--- src/rtl/conveng_pkg.sv ---
// Shared types and helpers for the convolution-engine input path.
// Holds the FSM state encoding, skid depth, per-beat flags and config check.
package conveng_pkg;

  typedef enum logic [1:0] {IDLE, RUN, DRAIN} state_t;

  localparam int SKID_DEPTH = 2;

  typedef struct packed {
    logic last_x;
    logic last_y;
  } beat_flags_t;

  // nl is a power of two, so the remainder test reduces to a low-bit mask
  function automatic logic cfg_ok(input logic [31:0] width, input logic [31:0] height,
                                  input int nl);
    logic [31:0] w_mask;
    w_mask = 32'(nl - 1);
    return (width != '0) && (height != '0) && ((width & w_mask) == '0);
  endfunction

endpackage

--- src/rtl/inpinf_skid.sv ---
// 2-entry FIFO-ordered skid buffer: a push shows at the output the next cycle.
// o_not_full depends only on registered occupancy, so upstream ready never sees i_pop_rdy.
module inpinf_skid
  import conveng_pkg::*;
#(
  parameter int W = 10
) (
  input  logic         i_clk,
  input  logic         i_rst_n,
  input  logic [W-1:0] i_push_dat,
  input  logic         i_push_vld,
  output logic         o_not_full,
  output logic [W-1:0] o_pop_dat,
  output logic         o_pop_vld,
  input  logic         i_pop_rdy
);

  logic [W-1:0] r_mem [SKID_DEPTH];
  logic         r_wr_ptr;
  logic         r_rd_ptr;
  logic [1:0]   r_occ;
  logic         w_push;
  logic         w_pop;

  assign o_not_full = (r_occ < 2'(SKID_DEPTH));
  assign o_pop_vld  = (r_occ != 2'd0);
  assign o_pop_dat  = r_mem[r_rd_ptr];
  assign w_push     = i_push_vld && o_not_full;
  assign w_pop      = o_pop_vld && i_pop_rdy;

  always_ff @(posedge i_clk or negedge i_rst_n) begin
    if (!i_rst_n) begin
      for (int i = 0; i < SKID_DEPTH; i++) r_mem[i] <= '0;
      r_wr_ptr <= 1'b0;
      r_rd_ptr <= 1'b0;
      r_occ    <= 2'd0;
    end else begin
      if (w_push) begin
        r_mem[r_wr_ptr] <= i_push_dat;
        r_wr_ptr        <= ~r_wr_ptr;
      end
      if (w_pop) r_rd_ptr <= ~r_rd_ptr;
      r_occ <= r_occ + 2'(w_push) - 2'(w_pop);
    end
  end

endmodule

--- src/rtl/inpinf_mc.sv ---
// Pixel input stage: per-frame armed, tags NL-lane beats with last_x/last_y; 1-cycle accept-to-output latency.
// px_in_ready comes from registered state and skid occupancy only. INPINF_MC_XY_EN adds px_out_x/px_out_y.
module inpinf_mc
  import conveng_pkg::*;
#(
  parameter int XB = 10,
  parameter int YB = 10,
  parameter int PB = 8,
  parameter int NL = 1
) (
  input  logic             clk,
  input  logic             rst,
  input  logic [XB-1:0]    cfg_width,
  input  logic [YB-1:0]    cfg_height,
  input  logic             cfg_start,
  input  logic [NL*PB-1:0] px_in_data,
  input  logic             px_in_valid,
  output logic             px_in_ready,
  output logic [NL*PB-1:0] px_out_data,
  output logic             px_out_valid,
  input  logic             px_out_ready,
  output logic             px_out_last_x,
  output logic             px_out_last_y,
  output logic [XB-1:0]    col_count,
  output logic [YB-1:0]    row_count,
  output logic             busy,
  output logic             done,
  output logic             err_cfg
`ifdef INPINF_MC_XY_EN
  ,
  output logic [XB-1:0]    px_out_x,
  output logic [YB-1:0]    px_out_y
`endif
);

  localparam int DW = NL * PB;
`ifdef INPINF_MC_XY_EN
  localparam int PW = DW + 2 + XB + YB;
`else
  localparam int PW = DW + 2;
`endif

  state_t        r_state;
  logic [XB-1:0] r_width;
  logic [YB-1:0] r_height;
  logic [XB-1:0] r_col;
  logic [YB-1:0] r_row;
  logic          r_done;
  logic          r_err;

  logic          w_not_full;
  logic          w_in_rdy;
  logic          w_acc;
  logic          w_cfg_ok;
  logic          w_pop_vld;
  logic          w_pop_hs;
  logic [PW-1:0] w_push_dat;
  logic [PW-1:0] w_pop_dat;
  beat_flags_t   w_in_flags;
  beat_flags_t   w_out_flags;

  assign w_in_rdy          = (r_state == RUN) && w_not_full;
  assign w_acc             = px_in_valid && w_in_rdy;
  assign w_cfg_ok          = cfg_ok(32'(cfg_width), 32'(cfg_height), NL);
  assign w_in_flags.last_x = (r_col == r_width - XB'(NL));
  assign w_in_flags.last_y = (r_row == r_height - YB'(1));
  assign w_pop_hs          = w_pop_vld && px_out_ready;

`ifdef INPINF_MC_XY_EN
  assign w_push_dat = {r_row, r_col, w_in_flags, px_in_data};
  assign px_out_x   = w_pop_dat[DW+2 +: XB];
  assign px_out_y   = w_pop_dat[DW+2+XB +: YB];
`else
  assign w_push_dat = {w_in_flags, px_in_data};
`endif
  assign w_out_flags = beat_flags_t'(w_pop_dat[DW +: 2]);

  inpinf_skid #(.W(PW)) u_skid (
    .i_clk      (clk),
    .i_rst_n    (rst),
    .i_push_dat (w_push_dat),
    .i_push_vld (w_acc),
    .o_not_full (w_not_full),
    .o_pop_dat  (w_pop_dat),
    .o_pop_vld  (w_pop_vld),
    .i_pop_rdy  (px_out_ready)
  );

  // Counts keep their post-final-beat values (col 0, row height) until the next arm
  always_ff @(posedge clk or negedge rst) begin
    if (!rst) begin
      r_state  <= IDLE;
      r_width  <= '0;
      r_height <= '0;
      r_col    <= '0;
      r_row    <= '0;
      r_done   <= 1'b0;
      r_err    <= 1'b0;
    end else begin
      r_done <= 1'b0;
      r_err  <= 1'b0;
      case (r_state)
        IDLE: begin
          if (cfg_start) begin
            if (w_cfg_ok) begin
              r_state  <= RUN;
              r_width  <= cfg_width;
              r_height <= cfg_height;
              r_col    <= '0;
              r_row    <= '0;
            end else begin
              r_err <= 1'b1;
            end
          end
        end
        RUN: begin
          if (w_acc) begin
            if (w_in_flags.last_x) begin
              r_col <= '0;
              r_row <= r_row + YB'(1);
            end else begin
              r_col <= r_col + XB'(NL);
            end
            if (w_in_flags.last_x && w_in_flags.last_y) r_state <= DRAIN;
          end
        end
        DRAIN: begin
          if (w_pop_hs && w_out_flags.last_x && w_out_flags.last_y) begin
            r_state <= IDLE;
            r_done  <= 1'b1;
          end
        end
        default: r_state <= IDLE;
      endcase
    end
  end

  assign px_in_ready   = w_in_rdy;
  assign px_out_data   = w_pop_dat[DW-1:0];
  assign px_out_valid  = w_pop_vld;
  assign px_out_last_x = w_out_flags.last_x;
  assign px_out_last_y = w_out_flags.last_y;
  assign col_count     = r_col;
  assign row_count     = r_row;
  assign busy          = (r_state != IDLE);
  assign done          = r_done;
  assign err_cfg       = r_err;

endmodule

--- config.mk ---
export PLATFORM = sky130hd
export DESIGN_NAME = inpinf_mc
export DESIGN_NICKNAME = d
export VERILOG_FILES = /design/src/rtl/conveng_pkg.sv /design/src/rtl/inpinf_skid.sv /design/src/rtl/inpinf_mc.sv
export SDC_FILE = /design/constraint.sdc
export NUM_CORES = 1
export LEC_CHECK = 0
export CELL_PAD_IN_SITES_DETAIL_PLACEMENT = 1
export CELL_PAD_IN_SITES_GLOBAL_PLACEMENT = 2
export CORE_AREA = 2 2 101 103
export CTS_CLUSTER_DIAMETER = 40
export DETAILED_ROUTE_END_ITERATION = 7
export DIE_AREA = 0 0 103 105
export DONT_BUFFER_PORTS = 1
export MAX_ROUTING_LAYER = met4
export PLACE_DENSITY = 0.78
export SLEW_MARGIN = 20
export SYNTH_ARGS = -nofsm -noshare
export SYNTH_HDL_FRONTEND = slang
export SYNTH_SLANG_ARGS = --single-unit
export TNS_END_PERCENT = 30
--- constraint.sdc ---
create_clock -name clk -period 3.62 [get_ports clk]
set_input_delay 0.724 -clock clk [delete_from_list [all_inputs] [get_ports clk]]
set_output_delay 0.724 -clock clk [all_outputs]
set_load 0.02 [all_outputs]
==> flow_summary.toml <==
[worst_setup_path]
cp_top_family = "simple AND/OR/NAND/NOR gates"
r2r-start = "r_width[0]"
reg2reg_setup_slack_ns = 0.54
path_cells = "inv_1 -> ha_1 -> nor3b_2 -> nand2_1 -> o311ai_0 -> nor2_1 -> or3_1 -> or4_1 -> a21oi_1"
worstPathMaxFanout = 18
endpoint = "row_count[3]"
slowest_delay_ns = 0.66
worstPathArrival_ns = 3.34
cp_slowest_cell = "or3_1"
cp_num_buf_inv = 1
crit_path_end_kind = "register"
r2r_cells = 9
crit_start = "r_width[0]"
r2r_end = "row_count[3]"
required_ns = 3.89
critical_path.startpoint_type = "register"
worstSetupPathType = "reg2reg"
crit_cells = 9

[die]
die-width_um = 103
core_region_area_um2 = 9640
die_height_um = 105
dieArea_um2 = 10800
initial_core_util_pct = 38.7
ioPinCount = 68
core.rowCount = 36

[flow_run]
cap_viol_max_count = 0

[timing]
period_share_pct = 84.9
slew-limit-headroom_pct = 36.1
setup_tns_ns = 0
finalHoldViolCount = 0
drv_slew = 0
min_period_ns = 3.08
fmaxAchievable_mhz = 325
grt_setup_unrepaired = "false"
skew_ns = 0.00785
whs_ns = 0.0554
setup_viol = 0
tightest_slew_ns = 0.958

[clock_network]
cts_root_buf = "clkbuf_8"
clk_pin_slew_ns = 0.08
cts_tree = "done"
ctsHoldBuffers = 0
cts_buffers = 9
cts_max_level = 3
insertion_delay_ns = 0.35
cts_buffer_depth = 2
cts.sinks = 68
post-cts-setup-buffers = 0
cts-resized-gates = 0

[synth]
synth_area_leaders = "dfrtp_1 (46%), mux2_2 (8.5%), nand2_1 (7.2%)"
synthFlopType = "dfrtp_1"
ys_ff_latch = 68
syn_inst = 395
synth_area_leader_cell = "dfrtp_1"
syn_avg_cell_area_um2 = 9.43
synth_edf_count = 0
synth-seq-area-share_pct = 45.7
async_flop_share_pct = 100
syn-cell-area_um2 = 3730
syn_nets = 434
synth_top_area_share_pct = 45.7
synthDistinctLibCells = 49
synth_warnings = 0

[routing]
route.met2.wl_um = 4720
wl_met1_um = 4440
wire_per_inst_um = 18.5
vias = 2890
highest_layer = "met4"
met3WireLength_um = 547
drtIter0Drc = 145
drc = 0
ant_nets = 0
wl_um = 9790
dr.pass1.iters = 5
routed_via_density = 5.47

[pwr]
seqPwrFrac_pct = 46.9
clkPwrFrac_pct = 28.5
leakage_nw = 1.76
power.density_nw_per_um2 = 583
p_sw_share_pct = 36.0
total_power_w = 0.00236
intPower_w = 0.00151
switching_power_w = 0.000849
pwr-share-comb_pct = 24.6
ir_drop_v = 0.000383

[global_routing]
grt_pass1_vias = 3028
track_usage_pct = 19.8
overflow = 0
antenna_found_initial = 0
grt_max_degree = 69
grt_pass1_wl_um = 16100

[layout]
mostFrequentLayoutCells = "nand2_1 (71), dfrtp_1 (68), mux2_2 (28)"
synthToLayoutAreaGrowth_pct = 8.56
utilization_pct = 42.0
final_area_um2 = 4050
nets = 429
antenna_cells = 0
drive_above_1_share_pct = 14.4
final_common_cell = "nand2_1"

[placement]
place_area_um2 = 3840
globalplace.congestion = 0.760
port-buffer-count = 0
hpwl_um = 7120

[run_status]
status = "complete, no violations"

[min_path]
hold_path.class = "in2async"
-- power by group through the flow --
stage	Combinational [W]	Sequential [W]	Clock [W]
CTS	0.000589	0.00111	0.000693
global route	0.000639	0.00113	0.000727
global placement	0.000566	0.00112	0
floorplan	0.000535	0.00105	0
finish	0.000580	0.00111	0.000672
detailed placement	0.000588	0.00113	0
-- worst reg2reg max path: stages (launching register included) --
cell	delay (ns)
dfrtp_1	0.45
inv_1	0.10
ha_1	0.19
nor3b_2	0.32
nand2_1	0.11
o311ai_0	0.35
nor2_1	0.12
or3_1	0.66
or4_1	0.55
a21oi_1	0.14
-- how the worst min path moves through the flow --
stage | from | to | slack, ns | cells past startpoint
after floorplan | rst | col_count[0] | 0.43 | 0
after global placement | rst | r_height[7] | 0.43 | 0
after detailed placement | rst | r_height[7] | 0.43 | 0
after CTS | rst | u_skid.r_mem[16] | 0.04 | 0
after global routing | rst | r_height[7] | 0.03 | 0
final | rst | r_height[7] | 0.06 | 0
-- logic make-up (layout without fill, tap and decap cells) --
family | count (synthesis) | after routing | synth area share, %
adders and majority gates | 6 | 6 | 2.01
AOI/OAI and AO/OA | 50 | 50 | 8.66
muxes | 28 | 28 | 8.46
and+or+nand+nor | 176 | 176 | 24.0
xor gates and xnor gates | 32 | 32 | 7.52
DFF | 68 | 68 | 45.7
buffers and inverters | 35 | 35 | 3.66
-- synth_stat cells (2+ instances only) --
library cell  instances
nor2b_1               4
nand3b_1              3
mux2_2               28
a21oi_1               8
nor4_1                7
o21ai_0              19
nand2b_1              5
or3_1                 7
a221oi_1              2
xor2_1               14
nand3_1              20
buf_2                 4
nand4_1               8
or2_2                 4
nor3_1                6
nor2_1               21
nand2_1              71
clkbuf_1             15
inv_1                15
o21a_1                3
ha_1                  6
xnor2_1              18
or4_1                 8
o31ai_1               4
dfrtp_1              68
nor3b_1               3
o31a_1                2
-- layout make-up --
type / instances / area, µm²
Sequential cell: 68 / 1700
Clock buffer: 9 / 124
Fill cell: 1127 / 5590
Clock inverter: 7 / 82.6
Timing Repair Buffer: 3 / 22.5
Tap cell: 133 / 166
Multi-Input combinational cell: 292 / 1890
Inverter: 16 / 60.1
-- layer usage --
metal / up-vias / global-route usage [%]
met3: 10 / 5.15
met2: 66 / 30.0
met4: 0 / 5.55
met1: 1452 / 26.2
li1: 1362 / -
met5: - / -
-- per-stage QoR --
step                cells  setup WS [ns]
global route          528          0.239
detailed placement    512          0.287
floorplan             395           1.04
finish                528          0.545
CTS                   528          0.285
global placement      512          0.405
-- sequential cells by signal, summed over array words and instances, names as in the netlist --
register / flops
col_count: 10
done: 1
err_cfg: 1
r_height: 10
r_state: 2
r_width: 10
row_count: 10
u_skid.r_mem: 20
u_skid.r_occ: 2
u_skid.r_rd_ptr: 1
u_skid.r_wr_ptr: 1
Note: power is estimated with default switching activity, not from simulation.
